--- src/rtl/frame_generator.sv ---
// Sender-side frame generator: sequences rows/columns, inserts FAS/ARQ/MFAS/stuff overhead
// and pulls payload over ready/valid. Define FRAME_GEN_BIP8_EN to carry a BIP-8 in row 0 col 8.
module frame_generator #(
  parameter int DATA_W    = 8,
  parameter int ROWS      = 4,
  parameter int COLS      = 1041,
  parameter int OH_COLS   = 16,
  parameter int STUFF_COL = 1040
) (
  input  logic                    i_clk,
  input  logic                    i_rst_n,
  input  logic                    i_en,
  input  logic                    i_arq_en,
  input  logic [DATA_W-1:0]       i_pyld_data,
  input  logic                    i_pyld_valid,
  output logic                    o_pyld_rdy,
  output logic [DATA_W-1:0]       o_frame_data,
  output logic                    o_frame_data_valid,
  output logic                    o_frame_data_fas,
  output logic                    o_frame_eof,
  output logic [$clog2(ROWS)-1:0] o_row_cnt,
  output logic [$clog2(COLS)-1:0] o_col_cnt,
  output logic [7:0]              o_mfas,
  output logic                    o_underrun,
  output logic [15:0]             o_underrun_cnt
);

  localparam int RW = $clog2(ROWS);
  localparam int CW = $clog2(COLS);
  localparam logic [RW-1:0] ROW_LAST = RW'(ROWS - 1);
  localparam logic [CW-1:0] COL_LAST = CW'(COLS - 1);

  typedef enum logic [1:0] {IDLE, RUN, LAST} state_t;

  state_t            state, state_nxt;
  logic [RW-1:0]     row;
  logic [CW-1:0]     col;
  logic [7:0]        mfas;
  logic              arq_q;
  logic              active, at_start, at_end, is_pyld;
  logic [7:0]        oh_byte;
  logic [7:0]        bip_hold;
  logic [DATA_W-1:0] word;

  assign active     = (state != IDLE);
  assign at_start   = (row == '0) && (col == '0);
  assign at_end     = (row == ROW_LAST) && (col == COL_LAST);
  assign is_pyld    = (col >= CW'(OH_COLS)) && (col != CW'(STUFF_COL));
  assign o_pyld_rdy = active && is_pyld;

  always_ff @(posedge i_clk or negedge i_rst_n) begin
    if (!i_rst_n) state <= IDLE;
    else          state <= state_nxt;
  end

  // A stop seen on the final word of a frame lands in LAST, so the following frame still completes.
  always_comb begin
    state_nxt = state;
    case (state)
      IDLE:    if (i_en)   state_nxt = RUN;
      RUN:     if (!i_en)  state_nxt = LAST;
      LAST:    if (at_end) state_nxt = IDLE;
      default:             state_nxt = IDLE;
    endcase
  end

  always_ff @(posedge i_clk or negedge i_rst_n) begin
    if (!i_rst_n) begin
      row   <= '0;
      col   <= '0;
      mfas  <= '0;
      arq_q <= 1'b0;
    end else if (active) begin
      if (at_start) arq_q <= i_arq_en;
      if (col == COL_LAST) begin
        col <= '0;
        row <= (row == ROW_LAST) ? '0 : row + 1'b1;
      end else begin
        col <= col + 1'b1;
      end
      if (at_end) mfas <= mfas + 8'd1;
    end
  end

  always_comb begin
    oh_byte = 8'h00;
    if (row == '0) begin
      if (col < CW'(3))       oh_byte = 8'hF6;
      else if (col < CW'(6))  oh_byte = 8'h28;
      else if (col == CW'(6)) oh_byte = arq_q ? 8'hFF : 8'h00;
      else if (col == CW'(7)) oh_byte = mfas;
      else if (col == CW'(8)) oh_byte = bip_hold;
    end
    word = '0;
    if (is_pyld) begin
      if (i_pyld_valid) word = i_pyld_data;
    end else begin
      word[7:0] = oh_byte;
    end
  end

`ifdef FRAME_GEN_BIP8_EN
  // Accumulator and held result both clear while idle so a restarted stream begins with 0x00.
  logic [7:0] bip_acc;
  logic [7:0] bip_nxt;
  assign bip_nxt = bip_acc ^ (is_pyld ? word[7:0] : 8'h00);

  always_ff @(posedge i_clk or negedge i_rst_n) begin
    if (!i_rst_n) begin
      bip_acc  <= '0;
      bip_hold <= '0;
    end else if (!active) begin
      bip_acc  <= '0;
      bip_hold <= '0;
    end else if (at_end) begin
      bip_hold <= bip_nxt;
      bip_acc  <= '0;
    end else begin
      bip_acc  <= bip_nxt;
    end
  end
`else
  assign bip_hold = 8'h00;
`endif

  always_ff @(posedge i_clk or negedge i_rst_n) begin
    if (!i_rst_n) begin
      o_frame_data       <= '0;
      o_frame_data_valid <= 1'b0;
      o_frame_data_fas   <= 1'b0;
      o_frame_eof        <= 1'b0;
      o_row_cnt          <= '0;
      o_col_cnt          <= '0;
      o_mfas             <= '0;
      o_underrun         <= 1'b0;
      o_underrun_cnt     <= '0;
    end else begin
      o_frame_data_valid <= active;
      o_frame_data       <= active ? word : '0;
      o_frame_data_fas   <= active && at_start;
      o_frame_eof        <= active && at_end;
      o_row_cnt          <= active ? row : '0;
      o_col_cnt          <= active ? col : '0;
      if (active) o_mfas <= mfas;
      o_underrun         <= o_pyld_rdy && !i_pyld_valid;
      if (o_pyld_rdy && !i_pyld_valid && (o_underrun_cnt != 16'hFFFF))
        o_underrun_cnt <= o_underrun_cnt + 16'd1;
    end
  end

endmodule

--- config.mk ---
export PLATFORM = sky130hd
export DESIGN_NAME = frame_generator
export DESIGN_NICKNAME = d
export VERILOG_FILES = /design/src/rtl/frame_generator.sv
export SDC_FILE = /design/constraint.sdc
export NUM_CORES = 1
export LEC_CHECK = 0
export CELL_PAD_IN_SITES_DETAIL_PLACEMENT = 1
export CELL_PAD_IN_SITES_GLOBAL_PLACEMENT = 1
export CORE_MARGIN = 2
export CORE_UTILIZATION = 32
export CTS_BUF_LIST = sky130_fd_sc_hd__clkbuf_8
export CTS_CLUSTER_SIZE = 12
export DETAILED_ROUTE_END_ITERATION = 16
export HOLD_SLACK_MARGIN = 0.1
export PLACE_DENSITY = 0.74
export SETUP_SLACK_MARGIN = 0.02
export SYNTH_ARGS = -nofsm -noshare
export SYNTH_HDL_FRONTEND = slang
export SYNTH_SLANG_ARGS = --single-unit
--- constraint.sdc ---
create_clock -name i_clk -period 2.1 [get_ports i_clk]
set_input_delay 0.42 -clock i_clk [delete_from_list [all_inputs] [get_ports i_clk]]
set_output_delay 0.42 -clock i_clk [all_outputs]
set_load 0.05 [all_outputs]
# After elaboration in Yosys (flattened, before gate mapping)
# Cells that the tools add are included.
# Widths: inputs -> output; s select.
# totals
regBits,73
output_inout_bits,50
elab_cells,66
# classes
n_addsub,4
order_cmp,3
n_eq_ne,11
n_mux,17
n_reduce_logical,17
# op_table
cell,n
$mux 8,9
$eq 11x3->1 const B,2
$mux 11,2
$add 16x1->16 const B,1
$ne 16x16->1 const B,1
$add 11x1->11 const B,1
$eq 11x11->1 const B,1
$ge 11x5->1 const B,1
$logic_not 11->1,1
$lt 11x2->1 const B,1
$lt 11x3->1 const B,1
$ne 11x11->1 const B,1
$mux 2,5
$add 8x1->8 const B,1
$logic_and 1x1->1,8
$ne 2x2->1 const B,3
$pmux 2 s3,1
$reduce_and 2->1,3
$eq 2x2->1 const B,2
$logic_not 2->1,2
$reduce_and 3->1,1
$add 2x1->2 const B,1
$eq 2x1->1 const B,1
$reduce_bool 2->1,1
$logic_not 1->1,1

# Logic depth before layout (Yosys ltp)
# depth
ltp_word,8
depth_mapped,8
depth_no_buf,7

# Least setup slack after synthesis
# No wires, ideal clock.
# synth_timing
path_kind,register to register
from,register o_underrun_cnt[3]
to,register o_underrun_cnt[11]
setup_ps,142
arrival_time_ps,1996
path_slack_ps,-37
stages_incl_launch_ff,6
period_less_slack_ps,2137
path_cell_list,dfrtp_1 nand4_1 or4_1 nor2_1 nand4_1 xnor2_1
# synth_between
elab_chain_cells,2
word_cells_on_any_way,3
cone_classes,1 x add/sub; 1 x eq/ne; 1 x reduce/logical
# synth_lines
element,line,text
"start, declared",25,output logic [15:0] o_underrun_cnt
"start signal, assigned",147,o_underrun_cnt <= o_underrun_cnt + 16'd1;
branches (longest 2 deep; another with $add 16x1->16),n/a,
# Parallel ways; which one is timed is not known.
# A chain may end at the register's enable or synchronous reset.

# Worst setup path in the final report
# layout_timing
from,register col[1]
to,register mfas[7]
# layout_between
elab_chain_cells,3
# layout_lines
element,line,text
"start, declared",37,logic [CW-1:0] col;
"start signal, assigned",79,col <= col + 1'b1;
$eq 11x11->1,47,assign at_end = (row == ROW_LAST) && (col == COL_LAST);
$logic_and 1x1->1,47,
$reduce_and 2->1 (no source line),n/a,
"end signal, assigned",81,if (at_end) mfas <= mfas + 8'd1;
"end, declared",38,logic [7:0] mfas;
# No other way between the ends.

==> impl_results.md <==
- Flop-to-flop setup slack: -0.17 ns
- Critical path arrival: 2.53 ns
- Routed wire length: between 8 and 9 mm
- GRT Overall Usage: roughly 17%
- Clk_skew: 0.01113 ns
- Req. time, crit path: between 2 and 2.5 ns
- Utilization after layout: 47.71%
- Crit path max fanout: 3
- Cell taking the most area after synthesis: dfrtp_1
- Largest family of logic cells by synthesized area: simple AND/OR/NAND/NOR gates
- Fin nets: 429
- Avg Vias per Cell: slightly below 5
- Fin. max-slew vios: 0
- Ys Warns: 0
- DR iter-0 viols: 82
- Drt drc: 0
- Cell row count: 36
- Simple-Gate Fraction of Synth Area: 22.80%
- Syn Inst Count: 308
- Leading post-synthesis cells by cell area: dfrtp_1 57%, nand2_1 6.1%, xnor2_1 5.2%
- DIE AREA: approximately 11000 sq um
- Fin crit share: 108.1%
- Tightest Pin Transition: ~0.53 ns
- #FFs+latches synth: 73
- Final ANT Viol Nets: 0
- Clock transition at the registers of the reported paths: 0.08 ns
- Vias in the first global route: 2887
- Logic gate share of total power: 45.1%
- Outcome: finished with violations
- Failing checks: negative setup slack
- Starting density of the core: roughly a third
- CP Capture Type: flip-flop
- Post-synthesis mux area share: roughly 1.4%
- Final setup vio count: 10
- R2R Path End: mfas[7]
- TritonCTS clock tree: built
- Clk sink count: 73
- Async SR Flop Fraction: 100.0%
- Sequential area share after synthesis: 56.90%
- Ports: 63
- Antenna violations before repair: 0
- Die H: 104.2 um
- Area delta synth->final: 45.25%
- Mean Syn Cell Area: ~10 sq um
- Hold Vio Cnt, Final: 0
- Top cell type's share of synthesized area: 56.90%
- RSZ-0062 raised after global routing: yes
- Layout fillers: 1092
- Setup ws final: -0.1701 ns
- Root buffer cell: clkbuf_8
- CP Launch Type: flip-flop
- Critical path class: flip-flop to flip-flop
- TNS Setup: -0.6587 ns
- 1st-pass router iterations: 4
- Relative slew slack: roughly 64%
- Worst vdd ir: 547.0 uV
- GP Congestion: 0.8316
- Core area: 9774 sq um
- Crit path capture: mfas[7]
- Clk pwr share: between 20% and 30%
- Total CTS buffers: 9
- Final min period: 2.270 ns
- Syn nets: 327
- Sequential share of power: 32.7%
- Worst setup path start: col[1]
- R2R depth: 10
- Post-synthesis compound-gate area fraction: 6.703%
- Sw Pwr: 0.002268 W
- First-pass GRT wire length: roughly 15 mm
- Pin count of the biggest net entering global routing: 74
- Clk_lat worst skew: between 0.3 and 0.4 ns
- Post-Synth XOR/XNOR Area: 7.638%
- Max-cap violation count: 0
- Post-synth EDFFs: 0
- Hold Path Class: flip-flop to flip-flop
- Post-DP HPWL: a little over 6 mm
- Total grt overflow: 0
- Post-synthesis adder-cell area fraction: 2.338%
- H-tree depth: 3
- Post-DP Area: 4174 sq um
- Die W: 104.2 um
- RR Startpoint: col[1]
- Highest clock rate: ~0.44 GHz
- Routed WL per cell: roughly 16 um
- Final Instance Area: 4663 sq um
- Switching portion of total power: roughly two fifths
- Power Internal: 0.003331 W
- Power density over the cells: between 1000 and 1500 nW/um^2
- Vias after detailed routing: between 2000 and 3000
- Mapped Area: 3211 sq um
- Leak: 2.242 nW
- Main flop type after synthesis: dfrtp_1
- Share of layout cells above drive strength 1: 22.41%
- # port buffers: 62
- N_diodes: 0
- CTS max path bufs: 2
- Synth cell types: 41
## worst max-delay path, cell delays in order (launching register included)
cell     delay (ns)
dfrtp_1        0.39
inv_2          0.09
ha_4           0.13
or3b_4         0.40
buf_6          0.14
nor4_4         0.29
buf_4          0.20
nand2_4        0.06
buf_6          0.13
nor4_4         0.14
xor2_1         0.21
## registers in the layout, summed over array words and instances, names as in the netlist
signal,cells
o_underrun_cnt,16
o_frame_data_valid,1
row,2
mfas,8
o_col_cnt,11
arq_q,1
col,11
state,2
o_frame_data,8
o_row_cnt,2
o_frame_data_fas,1
o_frame_eof,1
o_mfas,8
o_underrun,1
## area by class of cell
type / instances / area [sq um] / area share (%)
multi-input cells: 217 / 1434 / 30.75
clock inverters: 6 / 90.09 / 1.932
clock buffers: 10 / 137.6 / 2.951
well taps: 133 / 166.4 / 3.569
flip-flops and latches: 73 / 1832 / 39.28
inverters: 8 / 30.03 / 0.6439
repair buffers: 101 / 973.4 / 20.87
## timing repair
action                                  4_1_cts  5_1_grt
endpoints found under the setup margin       13       29
hold buffers                                  0        1
gates resized for setup                      16       35
cloned                                        0        0
pin swaps                                     5       11
endpoints found under the hold margin         0        6
setup buffers                                 5        9
## worst min-delay path by stage
stage	from	to	slack (ns)	depth (start not counted)
2_1_floorplan	i_rst_n	arq_q	0.12	0
3_3_place_gp	o_mfas[4]	o_mfas[4]	0.45	2
3_5_place_dp	o_mfas[1]	o_mfas[1]	0.46	2
4_1_cts	i_rst_n	o_frame_data[2]	0.10	2
5_1_grt	o_mfas[3]	o_mfas[3]	0.51	2
6_report	o_mfas[1]	o_mfas[1]	0.48	2
## metrics by stage
step                setup slack (ns)  hold WS, ns  power (W)  std cells
floorplan                  -0.006024       0.1244   0.003175        308
global placement             0.04176       0.4518   0.004066        519
detailed placement           0.01607       0.4647   0.004143        519
CTS                          -0.1188       0.1004   0.005540        539
global route                 -0.2705       0.5138   0.005902        548
finish                       -0.1701       0.4779   0.005599        548
## cells by family after synthesis
| group | count (synthesis) |
|---|---|
| flip-flops | 73 |
| XOR/XNOR | 28 |
| AO/OA/AOI/OAI | 34 |
| AND/OR/NAND/NOR | 145 |
| buffers and inverters | 18 |
| adder cells (fa/ha/maj) | 6 |
| multiplexers | 4 |
## Yosys cell counts, types with 8 or more instances
master / number
a21oi_1: 12
nor2_1: 22
o21ai_0: 8
nand2_1: 52
nand3_1: 16
inv_1: 8
and2_1: 8
nand4_1: 12
xor2_1: 9
xnor2_1: 19
dfrtp_1: 73
## layout by cell type, fill, tap and decap left out, drive strengths merged, types with 5 or more instances in the layout
cell | synthesis | routed
dlymetal6s2s | 0 | 7
and2 | 11 | 11
inv | 8 | 9
nand4 | 12 | 12
clkdlybuf4s50 | 0 | 50
and3 | 5 | 5
nand3 | 16 | 16
a21oi | 12 | 12
ha | 6 | 6
dfrtp | 73 | 73
nor3 | 7 | 7
nand2b | 5 | 5
xor2 | 9 | 9
o21ai | 8 | 8
xnor2 | 19 | 19
buf | 4 | 40
nor2 | 22 | 22
o2bb2ai | 7 | 7
clkbuf | 6 | 10
nand2 | 53 | 53
## power by group through the flow
stage          Clock (W)  Combinational (W)  Sequential (W)
3_5_place_dp           0            0.00229         0.00185
6_report         0.00124            0.00253         0.00183
3_3_place_gp           0            0.00223         0.00184
4_1_cts          0.00129            0.00242         0.00183
5_1_grt          0.00135            0.00269         0.00186
2_1_floorplan          0           0.000797         0.00238
## layer usage
layer | GRT usage (%) | wire [um]
met4 | 5.019 | 148
met2 | 28.15 | 4521
met5 | 0 | 0
met3 | 4.511 | 355
met1 | 21.31 | 3889
(Power assumes the default switching activity.)
